$ cat config.mk
export PLATFORM = sky130hd
export DESIGN_NAME = kg_frame_patch
export DESIGN_NICKNAME = d
export VERILOG_FILES = /design/src/rtl/kg_frame_patch.sv
export SDC_FILE = /design/constraint.sdc
export NUM_CORES = 2
export LEC_CHECK = 0
export ABC_AREA = 1
export CAP_MARGIN = 20
export CELL_PAD_IN_SITES_DETAIL_PLACEMENT = 1
export CELL_PAD_IN_SITES_GLOBAL_PLACEMENT = 1
export CORE_AREA = 2 2 500 502
export CTS_BUF_LIST = sky130_fd_sc_hd__clkbuf_4 sky130_fd_sc_hd__clkbuf_8
export DETAILED_ROUTE_END_ITERATION = 12
export DIE_AREA = 0 0 502 504
export GPL_TIMING_DRIVEN = 0
export PLACE_DENSITY = 0.66
export SYNTH_ARGS = -nofsm -noshare
export SYNTH_HDL_FRONTEND = slang
export SYNTH_SLANG_ARGS = --single-unit
$ cat constraint.sdc
create_clock -name clk -period 55.9 [get_ports clk]
set_input_delay 5.59 -clock clk [delete_from_list [all_inputs] [get_ports clk]]
set_output_delay 5.59 -clock clk [all_outputs]
set_load 0.02 [all_outputs]
$ cat src/rtl/kg_frame_patch.sv
// kg_frame_patch
//   Byte-rewrite stage for the 512-bit CMAC-side AXI-Stream path. Overwrites a
//   single byte at an absolute byte offset anywhere inside a frame. The patch
//   configuration is captured on the first beat of every frame, so a frame
//   never sees mixed settings. The output is registered and backed by a
//   one-entry skid buffer, which gives full throughput under backpressure.
//
// Optional feature (compile-time macro KG_FRAME_PATCH_MASK_EN):
//   Adds the cfg_mask port. The patched byte becomes (in & ~mask) | (data & mask).
//   Without the macro the whole byte is replaced.
//
// Ports:
//   clk, rst            clock; asynchronous active-high reset
//   cfg_enable          patch enable, captured at frame start
//   cfg_offset          absolute byte offset of the patch within the frame
//   cfg_data            replacement byte
//   cfg_mask            (KG_FRAME_PATCH_MASK_EN only) bit-select mask for the patch
//   s_axis_*            input stream (tdata/tkeep/tvalid/tready/tlast/tuser)
//   m_axis_*            output stream, one cycle behind input acceptance
//   stat_frames         frames completed (input tlast accepted)
//   stat_patched        frames in which the patch byte was written
//   stat_short          enabled frames that ended before the patch byte was reached

module kg_frame_patch #(
    parameter int DATA_WIDTH   = 512,
    parameter int KEEP_WIDTH   = DATA_WIDTH / 8,
    parameter int USER_WIDTH   = 1,
    parameter int OFFSET_WIDTH = 16,
    parameter int STAT_WIDTH   = 32
) (
    input  logic                    clk,
    input  logic                    rst,
    input  logic                    cfg_enable,
    input  logic [OFFSET_WIDTH-1:0] cfg_offset,
    input  logic [7:0]              cfg_data,
`ifdef KG_FRAME_PATCH_MASK_EN
    input  logic [7:0]              cfg_mask,
`endif
    input  logic [DATA_WIDTH-1:0]   s_axis_tdata,
    input  logic [KEEP_WIDTH-1:0]   s_axis_tkeep,
    input  logic                    s_axis_tvalid,
    output logic                    s_axis_tready,
    input  logic                    s_axis_tlast,
    input  logic [USER_WIDTH-1:0]   s_axis_tuser,
    output logic [DATA_WIDTH-1:0]   m_axis_tdata,
    output logic [KEEP_WIDTH-1:0]   m_axis_tkeep,
    output logic                    m_axis_tvalid,
    input  logic                    m_axis_tready,
    output logic                    m_axis_tlast,
    output logic [USER_WIDTH-1:0]   m_axis_tuser,
    output logic [STAT_WIDTH-1:0]   stat_frames,
    output logic [STAT_WIDTH-1:0]   stat_patched,
    output logic [STAT_WIDTH-1:0]   stat_short
);

    localparam int BEAT_W = OFFSET_WIDTH - 6;

    if (DATA_WIDTH != 512 || KEEP_WIDTH * 8 != DATA_WIDTH || OFFSET_WIDTH <= 6) begin : g_bad_params
        $error("kg_frame_patch: DATA_WIDTH must be 512, KEEP_WIDTH*8 == DATA_WIDTH, OFFSET_WIDTH > 6");
    end

    typedef enum logic {ST_IDLE, ST_FRAME} state_t;

    typedef struct packed {
        logic [DATA_WIDTH-1:0] data;
        logic [KEEP_WIDTH-1:0] keep;
        logic                  last;
        logic [USER_WIDTH-1:0] user;
    } beat_t;

    state_t                  r_state;
    logic [BEAT_W-1:0]       r_beat_idx;   // index of the next beat to arrive in FRAME
    logic                    r_done;       // patch already applied in this frame
    logic                    r_sh_en;
    logic [OFFSET_WIDTH-1:0] r_sh_off;
    logic [7:0]              r_sh_data;
`ifdef KG_FRAME_PATCH_MASK_EN
    logic [7:0]              r_sh_mask;
`endif

    logic                    r_s_ready;
    logic                    r_m_valid;
    logic                    r_sk_valid;
    beat_t                   r_out;
    beat_t                   r_skid;

    logic [STAT_WIDTH-1:0]   r_frames;
    logic [STAT_WIDTH-1:0]   r_patched;
    logic [STAT_WIDTH-1:0]   r_short;

    logic                    w_first;
    logic                    w_en;
    logic [OFFSET_WIDTH-1:0] w_off;
    logic [7:0]              w_dat;
    logic [7:0]              w_msk;
    logic [BEAT_W-1:0]       w_idx;
    logic                    w_done;
    logic [5:0]              w_lane;
    logic                    w_in_acc;
    logic                    w_hit;
    logic [7:0]              w_orig_byte;
    logic [7:0]              w_new_byte;
    beat_t                   w_beat;
    logic                    w_m_free;
    logic                    w_sk_next;

    // On the first beat the live config is used directly; the same values are
    // captured into the shadow registers for the rest of the frame.
    assign w_first  = (r_state == ST_IDLE);
    assign w_en     = w_first ? cfg_enable : r_sh_en;
    assign w_off    = w_first ? cfg_offset : r_sh_off;
    assign w_dat    = w_first ? cfg_data   : r_sh_data;
`ifdef KG_FRAME_PATCH_MASK_EN
    assign w_msk    = w_first ? cfg_mask   : r_sh_mask;
`else
    assign w_msk    = 8'hff;
`endif
    assign w_idx    = w_first ? '0 : r_beat_idx;
    assign w_done   = !w_first && r_done;
    assign w_lane   = w_off[5:0];
    assign w_in_acc = s_axis_tvalid && r_s_ready;

    // The done flag keeps a saturated beat counter from patching twice.
    assign w_hit = w_in_acc && w_en && !w_done
                && (w_idx == w_off[OFFSET_WIDTH-1:6]) && s_axis_tkeep[w_lane];

    assign w_orig_byte = s_axis_tdata[{w_lane, 3'b000} +: 8];
    assign w_new_byte  = (w_orig_byte & ~w_msk) | (w_dat & w_msk);

    // NOTE: every output of a combinational block gets a default before any
    // conditional override, otherwise synthesis infers a latch.
    always_comb begin
        w_beat.data = s_axis_tdata;
        w_beat.keep = s_axis_tkeep;
        w_beat.last = s_axis_tlast;
        w_beat.user = s_axis_tuser;
        if (w_hit) begin
            w_beat.data[{w_lane, 3'b000} +: 8] = w_new_byte;
        end
    end

    // Frame tracking FSM: shadow config, beat index and done flag.
    // NOTE: sequential state uses non-blocking assignments only, so every
    // register sees pre-edge values regardless of statement order.
    always_ff @(posedge clk or posedge rst) begin
        if (rst) begin
            r_state    <= ST_IDLE;
            r_beat_idx <= '0;
            r_done     <= 1'b0;
            r_sh_en    <= 1'b0;
            r_sh_off   <= '0;
            r_sh_data  <= '0;
`ifdef KG_FRAME_PATCH_MASK_EN
            r_sh_mask  <= '0;
`endif
        end else if (w_in_acc) begin
            r_done  <= w_done || w_hit;
            r_state <= s_axis_tlast ? ST_IDLE : ST_FRAME;
            if (w_first) begin
                r_sh_en    <= cfg_enable;
                r_sh_off   <= cfg_offset;
                r_sh_data  <= cfg_data;
`ifdef KG_FRAME_PATCH_MASK_EN
                r_sh_mask  <= cfg_mask;
`endif
                r_beat_idx <= BEAT_W'(1);
            end else if (r_beat_idx != '1) begin
                r_beat_idx <= r_beat_idx + BEAT_W'(1);
            end
        end
    end

    // Output register + one-entry skid buffer. Ready is registered, so a beat
    // may arrive in the cycle the output stalls; the skid entry absorbs it.
    assign w_m_free  = !r_m_valid || m_axis_tready;
    assign w_sk_next = !w_m_free && (r_sk_valid || w_in_acc);

    always_ff @(posedge clk or posedge rst) begin
        if (rst) begin
            r_m_valid  <= 1'b0;
            r_sk_valid <= 1'b0;
            r_s_ready  <= 1'b0;
        end else begin
            if (w_m_free) begin
                r_m_valid <= r_sk_valid || w_in_acc;
            end
            r_sk_valid <= w_sk_next;
            r_s_ready  <= !w_sk_next;
        end
    end

    // NOTE: the payload registers are not reset; the valid flags above
    // qualify them, and leaving wide data out of reset saves routing.
    always_ff @(posedge clk) begin
        if (w_m_free) begin
            if (r_sk_valid) begin
                r_out <= r_skid;
            end else if (w_in_acc) begin
                r_out <= w_beat;
            end
        end else if (w_in_acc) begin
            r_skid <= w_beat;
        end
    end

    // Statistics, updated on input acceptance.
    always_ff @(posedge clk or posedge rst) begin
        if (rst) begin
            r_frames  <= '0;
            r_patched <= '0;
            r_short   <= '0;
        end else if (w_in_acc) begin
            if (w_hit) begin
                r_patched <= r_patched + STAT_WIDTH'(1);
            end
            if (s_axis_tlast) begin
                r_frames <= r_frames + STAT_WIDTH'(1);
                if (w_en && !w_done && !w_hit) begin
                    r_short <= r_short + STAT_WIDTH'(1);
                end
            end
        end
    end

    assign s_axis_tready = r_s_ready;
    assign m_axis_tvalid = r_m_valid;
    assign m_axis_tdata  = r_out.data;
    assign m_axis_tkeep  = r_out.keep;
    assign m_axis_tlast  = r_out.last;
    assign m_axis_tuser  = r_out.user;
    assign stat_frames   = r_frames;
    assign stat_patched  = r_patched;
    assign stat_short    = r_short;

endmodule

; Word-level counts from Yosys, hierarchy flattened
; Index checks and enable logic that the tools add are counted.
[word_totals]
word_cells = 69
input_bits = 607
register_bits = 1292
output_inout_bits = 676
[op_classes]
muxes = 13
eq_ne = 3
addsub = 5
n_lt_le_gt_ge = 1
n_reduce_logical = 24
shift = 2
bitwise = 1
[ops]
columns = op, count
row1 = 2-to-1 mux 578 bit, 2
row2 = bitwise mux 512 bit, 1
row3 = 2-to-1 mux 512 bit, 1
row4 = variable shift 8 x 11 -> 512 bit (first input constant), 1
row5 = variable part select 8 x 11 -> 512 bit, 1
row6 = adder 32 x 1 -> 32 bit (second input constant), 3
row7 = 2-to-1 mux 10 bit, 3
row8 = 2-to-1 mux 16 bit, 1
row9 = negator 9 -> 11 bit, 1
row10 = adder 10 x 1 -> 10 bit (second input constant), 1
row11 = == test 10 bit, 1
row12 = inequality test 10 bit (second input constant), 1
row13 = AND reduction 2 bit, 5
row14 = logical AND 1 bit, 9
row15 = 2-to-1 mux 8 bit, 1
row16 = less-than comparator 6 x 7 -> 1 bit (second input constant), 1
row17 = binary-select mux 1 bit (select 6 bit), 1
row18 = logical NOT 1 bit, 5
row19 = logical OR 1 bit, 3
row20 = 2-to-1 mux 1 bit, 3
row21 = AND reduction 3 bit, 1
row22 = inequality test 2 x 1 -> 1 bit (second input constant), 1
row23 = nonzero test 2 bit, 1
row24 = NOT 1 bit, 1

; Longest topological paths before layout
[logic_depth]
ltp_word = 8
depth_mapped = 21
ltp_nobuf = 18

; Worst setup path before layout
; Ideal clock, no wire load.
[synth_path]
kind = input to register
start = input s_axis_tvalid
end = register r_skid[0] (netlist name) (enable)
n_path_buf = 1
stages = 3
arrival_time_ns = 29.921
path_slack_ns = 24.445
setup_time_ns = 1.535
required_time_ns = 54.365
path_cell_list = nand2_1 clkbuf_1 nor2_1
[synth_between]
elab_chain_cells = 2
[synth_lines]
columns = item, line
row1 = start: declaration, 41  ; input logic s_axis_tvalid,
row2 = logical AND 1 bit, 121  ; assign w_in_acc = s_axis_tvalid && r_s_ready;
row3 = AND reduction 2 bit (no source line), n/a
row4 = end signal: assignment, 202  ; r_skid <= w_beat;
row5 = end: declaration, 85  ; beat_t r_skid;
; Every way passes these cells.
; A chain may end at the register's enable or synchronous reset.

; Worst setup path after layout
[layout_path]
start = input cfg_offset[0]
end = register r_out (netlist bit m_axis_tdata[350]) (data pin)
[layout_between]
elab_chain_cells = 7
word_cells_on_any_way = 11
classes_between = add/sub: 1 / shift: 2 / mux: 7 / reduce/logical: 1
[layout_lines]
columns = item, line
row1 = start: declaration, 34  ; input logic [OFFSET_WIDTH-1:0] cfg_offset,
row2 = 2-to-1 mux 16 bit (*), n/a
row3 = negator 9 -> 11 bit or binary-select mux 1 bit (select 6 bit) (tied branches), "138, 125"
row4 = variable part select 8 x 11 -> 512 bit (tied with other cells), 138  ; w_beat.data[{w_lane, 3'b000} +: 8] = w_new_byte;
row5 = bitwise mux 512 bit or logical AND 1 bit (tied branches), "138, 125"
row6 = 2-to-1 mux 512 bit (*), 137  ; if (w_hit) begin
row7 = 2-to-1 mux 578 bit (*), 198  ; end else if (w_in_acc) begin
row8 = 2-to-1 mux 578 bit (*), 196  ; if (r_sk_valid) begin
row9 = end signal: assignment, 197  ; r_out <= r_skid;
row10 = end signal: assignment, 199  ; r_out <= w_beat;
row11 = end: declaration, 84  ; beat_t r_out;
; Mark *: on every way between the ends. The rest lies on a longest branch, timed or not. The select of a mux whose other input is x is not followed.

==> flow_metrics.env <==
export IMPL_run_status="completed"
export IMPL_wire_length_of_the_first_global_routing_pass_um=567000
export IMPL_detailroute_wirelength_met2_um=188000
export IMPL_synth_cells=8671
export IMPL_max_stage_delay_ns=0.93
export IMPL_total_vias_in_the_final_route=71800
export IMPL_yosys_register_bits=1292
export IMPL_layout_drive_gt1_share_pct=7.38
export IMPL_path_cells="clkdlybuf4s50_1 -> inv_1 -> nand2_1 -> nand2_1 -> buf_2 -> buf_6 -> ha_1 -> inv_1 -> nand2_1 -> nand2_2 -> inv_1 -> nand3_1 -> nor2_1 -> nand2_1 -> clkbuf_1 -> nand2_1 -> o21ai_0 -> inv_1 -> nand4_1 -> nand3_1 -> nand2_1"
export IMPL_achievable_frequency_mhz=100
export IMPL_post_synth_top_area_cell="sky130_fd_sc_hd__edfxtp_1"
export IMPL_cts_resized=0
export IMPL_setup_tns_final_ns=0
export IMPL_synth_fp_nets=9283
export IMPL_worst_ep_arrival_time_ns=10.74
export IMPL_netlist_top_cells_area="sky130_fd_sc_hd__edfxtp_1 (48%), sky130_fd_sc_hd__nand2_1 (15%), sky130_fd_sc_hd__nand4_1 (6.6%)"
export IMPL_cts_max_level=4
export IMPL_die_h_um=504
export IMPL_final_setup_worst_slack_ns=45.91
export IMPL_wl_um=417000
export IMPL_drt_pre_antenna_iters=5
export IMPL_drt_antenna_violating_nets=0
export IMPL_vdd_ir_drop_max_uv=22.3
export IMPL_critical_path_required_ns=56.65
export IMPL_clock_skew_final_ns=0.0958
export IMPL_synth_distinct_cells=47
export IMPL_post_cts_repair_setup_buffers=0
export IMPL_post_layout_nonfiller_instances=13900
export IMPL_p_leak_nw=40.8
export IMPL_rsz0062_at_grt="false"
export IMPL_finalHoldViolCount=0
export IMPL_yosysWarnings=0
export IMPL_first_global_vias=72200
export IMPL_hold_path_class="reg -> reg"
export IMPL_cts_root_buffer="sky130_fd_sc_hd__clkbuf_8"
export IMPL_area_growth_syn_to_layout_pct=32.8
export IMPL_grt_antenna_before_repair=202
export IMPL_grtUsageTotal_pct=32.0
export IMPL_synth_most_common_cell="sky130_fd_sc_hd__nand2_1"
export IMPL_finalMaxSlewViolations=0
export IMPL_ios=1283
export IMPL_yosysSeqAreaShare_pct=53.2
export IMPL_cts_hold_fix_buffers=0
export IMPL_wl_met1_um=166000
export IMPL_timing_max_slew_rel_slack_pct=14.6
export IMPL_fp_dieArea_sq_um=253000
export IMPL_design_power_total_w=0.00331
export IMPL_effective_utilization_at_floorplan_pct=29.0
export IMPL_postSynthAreaPerCell_sq_um=8.27
export IMPL_tritoncts_num_sinks=1292
export IMPL_met3_length_um=37200
export IMPL_number_of_endpoints_failing_setup_at_the_final_stage=0
export IMPL_detailedRoute_firstIterationViolations=6688
export IMPL_worst_setup_path_end_kind="flop"
export IMPL_count_of_flip_flops_with_a_built_in_enable_after_synthesis=1156
export IMPL_drt_vias_per_instance=5.16
export IMPL_grt_ovfl_total=0
export IMPL_syn_cell_area_sq_um=71700
export IMPL_std_cell_rows=183
export IMPL_final_min_clock_period_ns=9.99
export IMPL_cts_reportedPaths_clkPinSlew_ns=0.07
export IMPL_io_buffers=1282
export IMPL_drc=0
export IMPL_grt_max_degree=121
export IMPL_critical_path_slowest_cell="sky130_fd_sc_hd__nor2_1"
export IMPL_post_synth_top_area_fraction_pct=48.4
export IMPL_reported_max_cap_violation_count=0
export IMPL_start_kind="input port"
export IMPL_placed_cells_incl_taps=13300
export IMPL_die_width_um=502
export IMPL_cts_tree="yes"
export IMPL_critPathMostFrequentCell="sky130_fd_sc_hd__nand2_1"
export IMPL_powerDensity_nw_per_um2=34.8
export IMPL_top_signal_layer_used="met5"
export IMPL_finalCritPeriodShare_pct=17.9
export IMPL_finalWeightedCongestion=0.920
export IMPL_path_max_fanout=10
export IMPL_dp_slack_ns=44.96
export IMPL_worst_skew_pair_late_latency_ns=1.09
export IMPL_detailed_place_hpwl_um=331000
export IMPL_ys_top_cells_by_count="sky130_fd_sc_hd__nand2_1 (2804), sky130_fd_sc_hd__edfxtp_1 (1156), sky130_fd_sc_hd__inv_1 (1032), sky130_fd_sc_hd__nand3_1 (809), sky130_fd_sc_hd__nand4_1 (756)"
export IMPL_synth_async_reset_ratio_pct=10.5
export IMPL_max_slew_worst_pin_slew_ns=1.28
export IMPL_route_detailed_wl_per_inst_um=30.0
export IMPL_ys_flop_type="sky130_fd_sc_hd__edfxtp_1"
export IMPL_numCtsBuffers=241
export IMPL_final_nets=10900
export IMPL_fp_coreArea_sq_um=248000
export IMPL_timing_worst_setup_path_type="in -> reg"
export IMPL_cts_path_max_buffers=3
## per-layer routing
layer / vias to the layer above / track usage (%)
li1: 32000 / -
met2: 3173 / 49.7
met1: 35700 / 39.5
met5: - / 0
met3: 778 / 8.94
met4: 98 / 18.8
## area by class of cell
type	instances	area, sq um
Tap cell	3330	4170
Inverter	1053	3970
Timing Repair Buffer	1338	14100
Sequential cell	1292	38100
Clock inverter	119	790
Fill cell	29400	152000
Clock buffer	329	4130
Buffer	554	2540
Multi-Input combinational cell	5772	27100
Antenna cell	119	298
## per-stage QoR
stage | area (sq um) | utilization (%) | hold WS [ns]
6_report | 95200 | 38.5 | 0.466
5_1_grt | 95100 | 38.4 | 0.509
4_1_cts | 94900 | 38.3 | 0.484
3_5_place_dp | 90000 | 36.3 | 0.466
3_3_place_gp | 88700 | 35.8 | 0.461
2_1_floorplan | 71700 | - | 0.450
## state kept, by name, indices dropped and copies added (netlist names), 8 cells and up
register      count
r_skid          578
m_axis_tdata    512
m_axis_tkeep     64
stat_frames      32
stat_patched     32
stat_short       32
r_sh_off         16
r_beat_idx       10
r_sh_data         8
## layout by cell type, fill, tap and decap left out, drive strengths merged, types with 2 or more instances in the layout
cell type and n:
o21ai 163, nand3 834, clkinv 115, or4 2
a31oi 2, nand4 758, nor4 14, nor2 439
nor3 58, buf 367, o211ai 6, a21oi 77
clkbuf 572, o31ai 2, and3 2, and2 512
edfxtp 1156, xor2 40, bufinv 6, or2 4
xnor2 22, clkinvlp 4, dfrtp 136, ha 5
nand3b 3, inv 1047, clkdlybuf4s50 1282, nand2 2822
diode 119
## critical path, delay by kind of cell
family	cells	cell delay, ns
adder cells (fa/ha/maj)	1	0.23
buffers and inverters	8	1.77
AND/OR/NAND/NOR	11	3.05
AO/OA/AOI/OAI	1	0.07
## final timing paths
check / cells after the start / from / slack, ns / end
max: 21 / cfg_offset[0] / 45.91 / m_axis_tdata[350]
min: 2 / r_skid[95] / 0.47 / m_axis_tdata[29]
max reg2reg: 21 / r_state / 50.37 / m_axis_tdata[350]
min reg2reg: 2 / r_skid[95] / 0.47 / m_axis_tdata[29]
max in group asynchronous: 3 / rst / 49.99 / r_beat_idx[2]
min in group asynchronous: 2 / rst / 4.97 / stat_short[12]
## power by group
| part | switching, W | internal [W] | total, W |
|---|---|---|---|
| Combinational | 0.000821 | 0.000296 | 0.00112 |
| Clock | 0.000469 | 0.000508 | 0.000976 |
| Sequential | 0.0000455 | 0.00118 | 0.00122 |
## logic make-up (layout without fill, tap and decap cells)
logic type,after synthesis,in the layout,share of synthesized area (%)
buffers and inverters,1607,3393,9.04
AND/OR/NAND/NOR,5449,5449,35.1
AO/OA/AOI/OAI,256,256,1.86
flip-flops,1292,1292,53.2
adder cells (fa/ha/maj),5,5,0.0873
XOR/XNOR,62,62,0.757
other,0,119,0
Note: power is estimated with default switching activity, not from simulation.
